File: config.mk
export PLATFORM = sky130hd
export DESIGN_NAME = seq_chunk_adder
export DESIGN_NICKNAME = d
export VERILOG_FILES = /design/src/rtl/seq_chunk_adder.sv
export SDC_FILE = /design/constraint.sdc
export NUM_CORES = 1
export LEC_CHECK = 0
export BUFFER_PORTS_ARGS = -buffer_cell sky130_fd_sc_hd__buf_4
export CAP_MARGIN = 15
export CORE_ASPECT_RATIO = 0.7
export CORE_MARGIN = 2
export CORE_UTILIZATION = 44
export DETAILED_ROUTE_END_ITERATION = 7
export GPL_TIMING_DRIVEN = 0
export PLACE_DENSITY = 0.68
export RECOVER_POWER = 100
export SYNTH_ARGS = -nofsm -noshare
export SYNTH_HDL_FRONTEND = slang
export SYNTH_SLANG_ARGS = --single-unit
File: constraint.sdc
create_clock -name clk -period 2 [get_ports clk]
set_input_delay 0.3 -clock clk [delete_from_list [all_inputs] [get_ports clk]]
set_output_delay 0.3 -clock clk [all_outputs]
set_load 0.02 [all_outputs]
File: src/rtl/seq_chunk_adder.sv
// Multi-cycle adder/subtractor: CHUNK bits per clock with a registered inter-chunk carry.
// Optional feature macro SEQ_CHUNK_ADDER_ACCUM_EN adds port acc (A taken from the sum register).
module seq_chunk_adder #(
  parameter int unsigned WIDTH = 16,
  parameter int unsigned CHUNK = 4
) (
  input  logic             clk,
  input  logic             rst,
  input  logic             start,
  input  logic [WIDTH-1:0] a,
  input  logic [WIDTH-1:0] b,
  input  logic             cin,
  input  logic             sub,
`ifdef SEQ_CHUNK_ADDER_ACCUM_EN
  input  logic             acc,
`endif
  output logic             busy,
  output logic             done,
  output logic [WIDTH-1:0] sum,
  output logic             cout,
  output logic             ovf
);

  localparam int unsigned NCHUNK = WIDTH / CHUNK;
  localparam int unsigned CW     = (NCHUNK > 1) ? $clog2(NCHUNK) : 1;

  if (CHUNK == 0 || CHUNK > WIDTH || (WIDTH % CHUNK) != 0) begin : g_bad_params
    $error("seq_chunk_adder: WIDTH must be a positive multiple of CHUNK");
  end

  typedef enum logic {IDLE, RUN} state_t;

  state_t           state;
  logic [WIDTH-1:0] a_q;
  logic [WIDTH-1:0] b_q;
  logic [WIDTH-1:0] psum;
  logic             c_q;
  logic [CW-1:0]    cnt;
  logic             a_msb;
  logic             bb_msb;

  logic [WIDTH-1:0] a_src;
  logic [WIDTH-1:0] bb_in;
  logic             c0_in;
  logic [CHUNK:0]   csum;
  logic [WIDTH-1:0] psum_nxt;
  logic             last;

  // Operand selection and the per-cycle chunk adder.
  always_comb begin
    a_src = a;
`ifdef SEQ_CHUNK_ADDER_ACCUM_EN
    if (acc) a_src = sum;
`endif
    bb_in    = sub ? ~b : b;
    c0_in    = sub | cin;
    csum     = {1'b0, a_q[CHUNK-1:0]} + {1'b0, b_q[CHUNK-1:0]} + (CHUNK+1)'(c_q);
    psum_nxt = (psum >> CHUNK) | (WIDTH'(csum[CHUNK-1:0]) << (WIDTH - CHUNK));
    last     = (cnt == CW'(NCHUNK - 1));
  end

  always_ff @(posedge clk or posedge rst) begin
    if (rst) begin
      state  <= IDLE;
      a_q    <= '0;
      b_q    <= '0;
      psum   <= '0;
      c_q    <= 1'b0;
      cnt    <= '0;
      a_msb  <= 1'b0;
      bb_msb <= 1'b0;
      busy   <= 1'b0;
      done   <= 1'b0;
      sum    <= '0;
      cout   <= 1'b0;
      ovf    <= 1'b0;
    end else begin
      done <= 1'b0;
      case (state)
        IDLE: begin
          if (start) begin
            a_q    <= a_src;
            b_q    <= bb_in;
            c_q    <= c0_in;
            a_msb  <= a_src[WIDTH-1];
            bb_msb <= bb_in[WIDTH-1];
            psum   <= '0;
            cnt    <= '0;
            busy   <= 1'b1;
            state  <= RUN;
          end
        end
        RUN: begin
          a_q  <= a_q >> CHUNK;
          b_q  <= b_q >> CHUNK;
          c_q  <= csum[CHUNK];
          psum <= psum_nxt;
          cnt  <= cnt + CW'(1);
          // Final chunk: publish result and flags together with the done pulse.
          if (last) begin
            sum   <= psum_nxt;
            cout  <= csum[CHUNK];
            ovf   <= (a_msb == bb_msb) && (psum_nxt[WIDTH-1] != a_msb);
            done  <= 1'b1;
            busy  <= 1'b0;
            state <= IDLE;
          end
        end
        default: state <= IDLE;
      endcase
    end
  end

endmodule

==> metrics, run 1 <==
outcome=finished, violations left; violated checks=max-capacitance violations; final worst-path cycle share=95.1%; dominant cell type by area after synthesis=dfrtp_1; PwrDens=1400 nW/um^2; dpl hpwl=5.00 mm; nets@finish=405; worst path bufs/invs=0; Syn Inst Count=296; Mean Syn Cell Area=10.7 um^2; CTS tree=built; Slew headroom=2.03%; Die Area=7920 um^2; sequential area share after synthesis=55.2%; dominant cells by area after synthesis=dfrtp_1 55%, o21ai_0 8.0%, nand2_1 6.4%; Post-CTS Hold Buffers=0; reg2reg path depth=5; Critical Path End=c_q$_DFFE_PP0P_; worst slew pin tran=1460 ps; CP most frequent cell=fa_1; Final Util=56.1%; Net Switching=1940 uW; MaxCap Viol Count=1; post-route setup slack=98.1 ps; worst flop-to-flop path startpoint=a_q[0]$_DFFE_PP0P_; Clock power frac=23.4%; drt wl/cell=15.1 um; area grow syn2layout=21.6%; worst slack, placed=89.5 ps; crit-path max FO=2; slowest cell on the critical path=fa_1; # clock sinks=70; ys async rst share=100%; largest net degree at the start of global routing=40; post-route minimum period=1900 ps; ratio of cells with drive above 1 in the final layout=21.8%; critical path startpoint category=register; Cell Chain, Critical Path=fa_1, fa_1, a21o_1, a21oi_1, mux2i_1; P_int=3460 uW; Comb pwr share=33.4%; Setup CP Type=register to register; Die X=106 um; Max Transition Viols Final=0; ANT nets after route=0; grt total ovfl=0; DR vias=2,309; initial core utilization=46.1%; setup TNS=0 ps; Residual DRC=0; total track usage=19.2%; postcts setup bufs=0; first-pass GRT wire length=11.5 mm; Die Ht=75.1 um; Clock Pin Slew Worst Setup and Hold Paths=80 ps; Core Rows=25; io pins=57; CP Launch Point=a_q[0]$_DFFE_PP0P_; R2R setup slack=100 ps; Sw Share=35.9%; worst min path class=input port to register; critical path depth=5; CTS buffer count=9; Reg power frac=43.2%; peak supply drop=533 uV; initial antenna violation count=0; Post-synth EDFFs=0; CP max stage delay=470 ps; CP top delay family=adder cells; initial drt markers=135; gpl congestion=0.785; met2 Use GR=27.3%; Yosys top cell area share=55.2%; n_diodes=0; unrepaired setup endpoints after global routing=no; First-pass DRT Iterations=4; critical path endpoint category=register; post-cts sizing count=0; Main synth FF type=dfrtp_1; root buf cell=clkbuf_8; Post-Syn Nets=339; clock buffer depth=2; skew final=9.55 ps; final hold violations=0; Via density=5.01; Leak Pwr=0.00181 uW; setup-violating endpoint count in the final report=0; CORE AREA=6880 um^2; Synth Warn #=0; Synth Register Bits=70; Critical R2R Capture=c_q$_DFFE_PP0P_; Critical Path RT=2220 ps; vias in the first global route=2,284; max frequency=526 MHz; Yosys cell types=26; Most Crowded Layer GR=met1; clock insertion delay at the later pin of the skew report=340 ps; met3 Resource Use GR=6.67%; CP arrival=2120 ps; Max H-tree Level=3; total wire length=6.97 mm; Hold WS=198 ps; Cell Area, Synth=3180 um^2; PortBufs=54; met1 Use GR=28.4%
placed cells by master, fill, tap and decap left out, types with 10 or more instances in the layout:
| cell | netlist | final |
|---|---|---|
| clkbuf_1 | 6 | 28 |
| dfrtp_1 | 70 | 70 |
| mux2_2 | 16 | 16 |
| nor2_1 | 11 | 11 |
| nand2_1 | 54 | 54 |
| clkbuf_8 | 0 | 10 |
| o21ai_0 | 51 | 51 |
| nand2b_1 | 13 | 13 |
| xnor2_1 | 17 | 17 |
| buf_4 | 3 | 35 |
| mux2i_1 | 19 | 19 |
cells in the mapped netlist (2+ instances only):
cell type and n:
mux2_2 16, fa_1 2, buf_4 3, o21ai_0 51, nand2b_1 13, nand2_1 54
a21o_1 2, nor2_1 11, buf_2 11, mux2i_1 19, xnor2_1 17, clkbuf_1 6
a211oi_1 4, ha_1 4, a21oi_1 3, dfrtp_1 70
worst min-delay path: stages:
cell     delay, ps
buf_4           80
mux2i_1         50
nor2_1          80
routing by layer:
layer / vias to the layer above / share of wire [%]
li1: 1134 / -
met1: 1111 / 52
met2: 58 / 42
met3: 6 / 6.3
met4: 0 / 0.55
met5: - / 0
cell type report:
class	instances	area (um^2)
multi-input combinational	204	1320
timing repair buffer	55	350
fill	630	3020
clock buffer	10	138
clock inverter	6	85.1
sequential	70	1750
buffer	20	95.1
tap	94	118
inverter	2	8.76
power groups by stage:
stage / registers, uW / clock network, uW / logic (uW)
after floorplan: 2460 / 0 / 1140
after global placement: 2340 / 0 / 1920
after detailed placement: 2360 / 0 / 1980
after CTS: 2340 / 1290 / 1980
after global routing: 2410 / 1350 / 2040
final: 2340 / 1260 / 1800
state kept, by name (all words and copies together) (netlist names):
signal	cells
ovf	1
c_q	1
psum	12
state	1
a_q	16
done	1
cnt	2
cout	1
busy	1
bb_msb	1
sum	16
b_q	16
a_msb	1
stage by stage:
step | power (uW) | instances | cell area (um^2)
after floorplan | 3600 | 296 | 3180
after CTS | 5610 | 461 | 3950
after global routing | 5800 | 461 | 3860
after global placement | 4260 | 444 | 3700
after detailed placement | 4340 | 445 | 3720
final | 5400 | 461 | 3860
worst min path at each step:
| stage | from | end | slack, ps | cells past startpoint |
|---|---|---|---|---|
| floorplan | b_q[4]$_DFFE_PP0P_ | b_q[0]$_DFFE_PP0P_ | 440 | 2 |
| global placement | b_q[11]$_DFFE_PP0P_ | b_q[7]$_DFFE_PP0P_ | 460 | 2 |
| detailed placement | rst | sum[0]$_DFFE_PP0P_ | 460 | 2 |
| CTS | rst | a_q[15]$_DFFE_PP0P_ | 90 | 2 |
| global route | a[15] | a_msb$_DFFE_PP0P_ | 200 | 2 |
| finish | a[12] | a_q[12]$_DFFE_PP0P_ | 200 | 3 |
kinds of logic (layout without fill, tap and decap cells):
group	Yosys count	after routing	share of synthesized area, %
XOR/XNOR	18	18	4.96
AO/OA/AOI/OAI	63	63	10.7
AND/OR/NAND/NOR	82	82	11.3
buffers and inverters	22	93	3.39
multiplexers	35	35	11.7
flip-flops	70	70	55.2
adder cells (fa/ha/maj)	6	6	2.84
(Power assumes the default switching activity.)
==> run 2, diff against run 1 <==
Settings changed: RECOVER_POWER 100 to 25.
==> metrics, run 2 (synthesis results as in run 1) <==
Die Area=7920 um^2; post-route minimum period=1900 ps; clock buffer depth=2; Leak Pwr=0.00189 uW; CP most frequent cell=fa_1; initial antenna violation count=0; Die Ht=75.1 um; Post-CTS Hold Buffers=0; Tot Pwr=5550 uW; n_diodes=0; PwrDens=1410 nW/um^2; PortBufs=54; critical path endpoint category=register; Most Crowded Layer GR=met1; ratio of cells with drive above 1 in the final layout=28.1%; Max H-tree Level=3; area grow syn2layout=24.2%; Die X=106 um; FF+latch area=1750 um^2; max frequency=525 MHz; Core Rows=25; total wire length=6.95 mm; violated checks=max-capacitance violations; dpl hpwl=5.00 mm; commonest non-fill, non-tap cell in the layout=dfrtp_1; vias in the first global route=2,284; slowest cell on the critical path=fa_1; Setup CP Type=register to register; root buf cell=clkbuf_8; Via density=5.01; FILL cells=616; Clock Pin Slew Worst Setup and Hold Paths=80 ps; CORE AREA=6880 um^2; clock insertion delay at the later pin of the skew report=340 ps; First-pass DRT Iterations=4; setup TNS=0 ps; setup-violating endpoint count in the final report=0; peak supply drop=532 uV; fin area=3940 um^2; first-pass GRT wire length=11.5 mm; largest net degree at the start of global routing=40; post-cts sizing count=0; DR vias=2,311; critical path startpoint category=register; CP max stage delay=470 ps; crit-path max FO=2; met2 Use GR=27.3%; drt wl/cell=15.1 um; worst slew pin tran=1460 ps; unrepaired setup endpoints after global routing=no; most frequent cells in the layout=70 x dfrtp_1, 56 x buf_4, 54 x nand2_1; initial drt markers=142; outcome=finished, violations left; final worst-path cycle share=95.2%; gpl congestion=0.785; Max Transition Viols Final=0; final hold violations=0; total track usage=19.2%; CTS tree=built; nets@finish=405; CP arrival=2120 ps; met3 Resource Use GR=6.67%; postcts setup bufs=0; grt total ovfl=0; initial core utilization=46.1%; top flop regs=a_q x16, b_q x16, sum x16; Cell Chain, Critical Path=fa_1, fa_1, a21o_1, a21oi_1, mux2i_1; Residual DRC=0; reg2reg path depth=5; ANT nets after route=0; Critical Path RT=2220 ps; met1 Use GR=28.4%; skew final=9.91 ps; worst hold stages=3; # clock sinks=70; instance area at placement=3720 um^2; footprint of the multi-input gates=1320 um^2; Slew headroom=2.21%; worst min path class=input port to register; CTS buffer count=9; io pins=57; MaxCap Viol Count=1
run 2: changes by cell type in the layout (fill, tap and decap cells not counted), sizes merged:
cell	previous run	this run
clkbuf	43	17
buf	42	68
run 2: cell type report:
class                   count  area share (%)
well taps                  94            2.98
inverters                   2           0.222
repair buffers             55            10.8
clock buffers              10            3.49
plain buffers              20            2.54
clock inverters             6            2.16
multi-input cells         204            33.4
flip-flops and latches     70            44.4
run 2: through the flow:
stage	util, %	hold WS, ps	std cells	setup slack (ps)
after floorplan	-	445	296	236
after global placement	53.8	457	444	127
after detailed placement	54.1	463	445	89.5
after CTS	57.3	88.8	461	84.8
after global routing	57.3	204	461	2.87
final	57.3	200	461	96.7
run 2: worst paths after layout:
path	from	endpoint	slack, ps
setup / recovery	a_q[0]$_DFFE_PP0P_	c_q$_DFFE_PP0P_	100
setup reg to reg	a_q[0]$_DFFE_PP0P_	c_q$_DFFE_PP0P_	100
hold / removal	a[12]	a_q[12]$_DFFE_PP0P_	200
min in group asynchronous	rst	a_q[15]$_DFFE_PP0P_	290
max in group asynchronous	rst	b_q[8]$_DFFE_PP0P_	940
hold reg to reg	b_q[4]$_DFFE_PP0P_	b_q[0]$_DFFE_PP0P_	490
run 2: per-layer routing:
layer / routed length, um / part of all wire (%) / vias up
met5: 0 / 0 / -
met4: 29 / 0.42 / 0
met3: 524 / 7.5 / 4
met2: 2890 / 42 / 70
met1: 3510 / 51 / 1103
li1: - / - / 1134
run 2: critical path: cells and delay by family (launching register included):
kind	cells	cell delay [ps]
mux	1	100
flops	1	410
fa+ha+maj	2	880
compound gates	2	390
run 2: report_power, final:
group,switching [uW],internal [uW]
registers,360,1980
clock network,529,731
logic,1050,902
==> run 3, diff against run 2 <==
Settings changed: CORE_UTILIZATION 44 to 25, PLACE_DENSITY 0.68 to default.
==> metrics, run 3 (synthesis results as in run 1) <==
outcome=finished, violations left; violated checks=max-capacitance violations, max-slew violations; final worst-path cycle share=96.4%; Critical R2R Capture=c_q$_DFFE_PP0P_; setup TNS=0 ps; non-filler cells, final=529; Setup CP Type=register to register; WHS Endpoint=a_q[13]$_DFFE_PP0P_; P_int=4130 uW; CP max stage delay=460 ps; CTS buffer count=9; Sw Share=33.2%; crit-path max FO=2; PortBufs=54; Comb pwr share=32.2%; Die Area=13,600 um^2; n_diodes=0; vias in the first global route=2,350; total wire length=7.66 mm; ANT nets after route=0; nets@finish=405; post-route minimum period=1930 ps; CP arrival=2130 ps; met1 Use GR=16.9%; Clock power frac=29.8%; PwrDens=1490 nW/um^2; ratio of cells with drive above 1 in the final layout=28.1%; DR vias=2,363; met2 Use GR=17.4%; max frequency=519 MHz; placed cell count=513; critical path endpoint category=register; Max H-tree Level=3; setup-violating endpoint count in the final report=0; Most Crowded Layer GR=met2; peak supply drop=537 uV; Core Rows=34; CP Launch Point=a_q[0]$_DFFE_PP0P_; # clock sinks=70; Die X=139 um; critical path startpoint category=register; slowest cell on the critical path=fa_1; area grow syn2layout=30.4%; met3 Resource Use GR=3.53%; Via density=4.47; initial core utilization=25.6%; hold path startpoint=a[13]; Post-CTS Hold Buffers=0; total track usage=12.0%; Clock Pin Slew Worst Setup and Hold Paths=50 ps; First-pass DRT Iterations=4; largest net degree at the start of global routing=39; Cell Chain, Critical Path=fa_1, fa_1, a21o_1, a21oi_1, mux2i_1; worst slack, placed=83.3 ps; unrepaired setup endpoints after global routing=no; first-pass GRT wire length=12.6 mm; clock buffer depth=2; CTS tree=built; grt total ovfl=0; Die Ht=98.3 um; io pins=57; worst flop-to-flop path startpoint=a_q[0]$_DFFE_PP0P_; Reg power frac=38.0%; Residual DRC=0; Net Switching=2050 uW; CP most frequent cell=fa_1; most frequent cells in the layout=70 x dfrtp_1, 56 x buf_4, 54 x nand2_1; reg2reg path depth=5; commonest non-fill, non-tap cell in the layout=dfrtp_1; post-route setup slack=72.7 ps; worst hold stages=3; worst min path class=input port to register; postcts setup bufs=0; initial antenna violation count=0; drt wl/cell=14.5 um; CORE AREA=12,400 um^2; top flop regs=a_q x16, b_q x16, sum x16; worst slew pin tran=1680 ps; final hold violations=0; post-cts sizing count=0; initial drt markers=108; Slew headroom=-12.8%; R2R setup slack=70 ps; skew final=5.15 ps; MaxCap Viol Count=1; Critical Path RT=2200 ps; Leak Pwr=0.00195 uW; gpl congestion=0.733; clock insertion delay at the later pin of the skew report=330 ps; Final Util=33.3%; FILL cells=1,290; dpl hpwl=5.60 mm; root buf cell=clkbuf_16; Max Transition Viols Final=39
==> run 3: cell count changes in the layout (fill, tap and decap cells not counted) <==
cell / before / now
clkbuf_16: 0 / 9
clkbuf_8: 10 / 1
clkinvlp_4: 2 / 0
buf_12: 1 / 0
bufinv_16: 2 / 3
clkbuf_4: 1 / 2
clkinv_4: 0 / 1
==> run 3: worst max path at each step <==
stage	cells after the start	endpoint	slack (ps)
2_1_floorplan	5	c_q$_DFFE_PP0P_	240
3_3_place_gp	5	c_q$_DFFE_PP0P_	120
3_5_place_dp	5	c_q$_DFFE_PP0P_	80
4_1_cts	5	c_q$_DFFE_PP0P_	80
5_1_grt	5	cout$_DFFE_PP0P_	10
6_report	5	c_q$_DFFE_PP0P_	70
==> run 3: worst max-delay path, delay by kind of cell, from the launching register on <==
kind                     cells  cell delay, ps
adder cells (fa/ha/maj)      2             870
flip-flops                   1             410
AO/OA/AOI/OAI                2             400
multiplexers                 1             120
==> run 3: area by class of cell <==
| type | count | area [um^2] | share of cell area [%] |
|---|---|---|---|
| clock buffer | 10 | 239 | 5.77 |
| sequential | 70 | 1750 | 42.3 |
| buffer | 20 | 100 | 2.42 |
| inverter | 2 | 8.76 | 0.212 |
| clock inverter | 6 | 109 | 2.63 |
| multi-input combinational | 204 | 1320 | 31.8 |
| tap | 162 | 203 | 4.90 |
| timing repair buffer | 55 | 413 | 9.97 |
==> run 3: power by group through the flow <==
stage	sequential (uW)	combinational [uW]	clock [uW]
2_1_floorplan	2460	1140	0
4_1_cts	2350	2030	1880
6_report	2350	1990	1840
3_5_place_dp	2370	2020	0
3_3_place_gp	2350	1950	0
5_1_grt	2420	2240	1950
==> run 3: per-stage QoR <==
stage / power, uW / hold WS [ps] / cell area [um^2]
after floorplan: 3600 / 445 / 3180
after global placement: 4290 / 459 / 3790
after detailed placement: 4390 / 469 / 3810
after CTS: 6260 / 150 / 4160
after global routing: 6610 / 224 / 4140
final: 6190 / 217 / 4140
==> run 3: layer usage <==
layer	vias up	wire length (um)
met3	9	426
met4	0	120
met2	62	3370
met5	-	0
met1	1160	3750
li1	1132	-
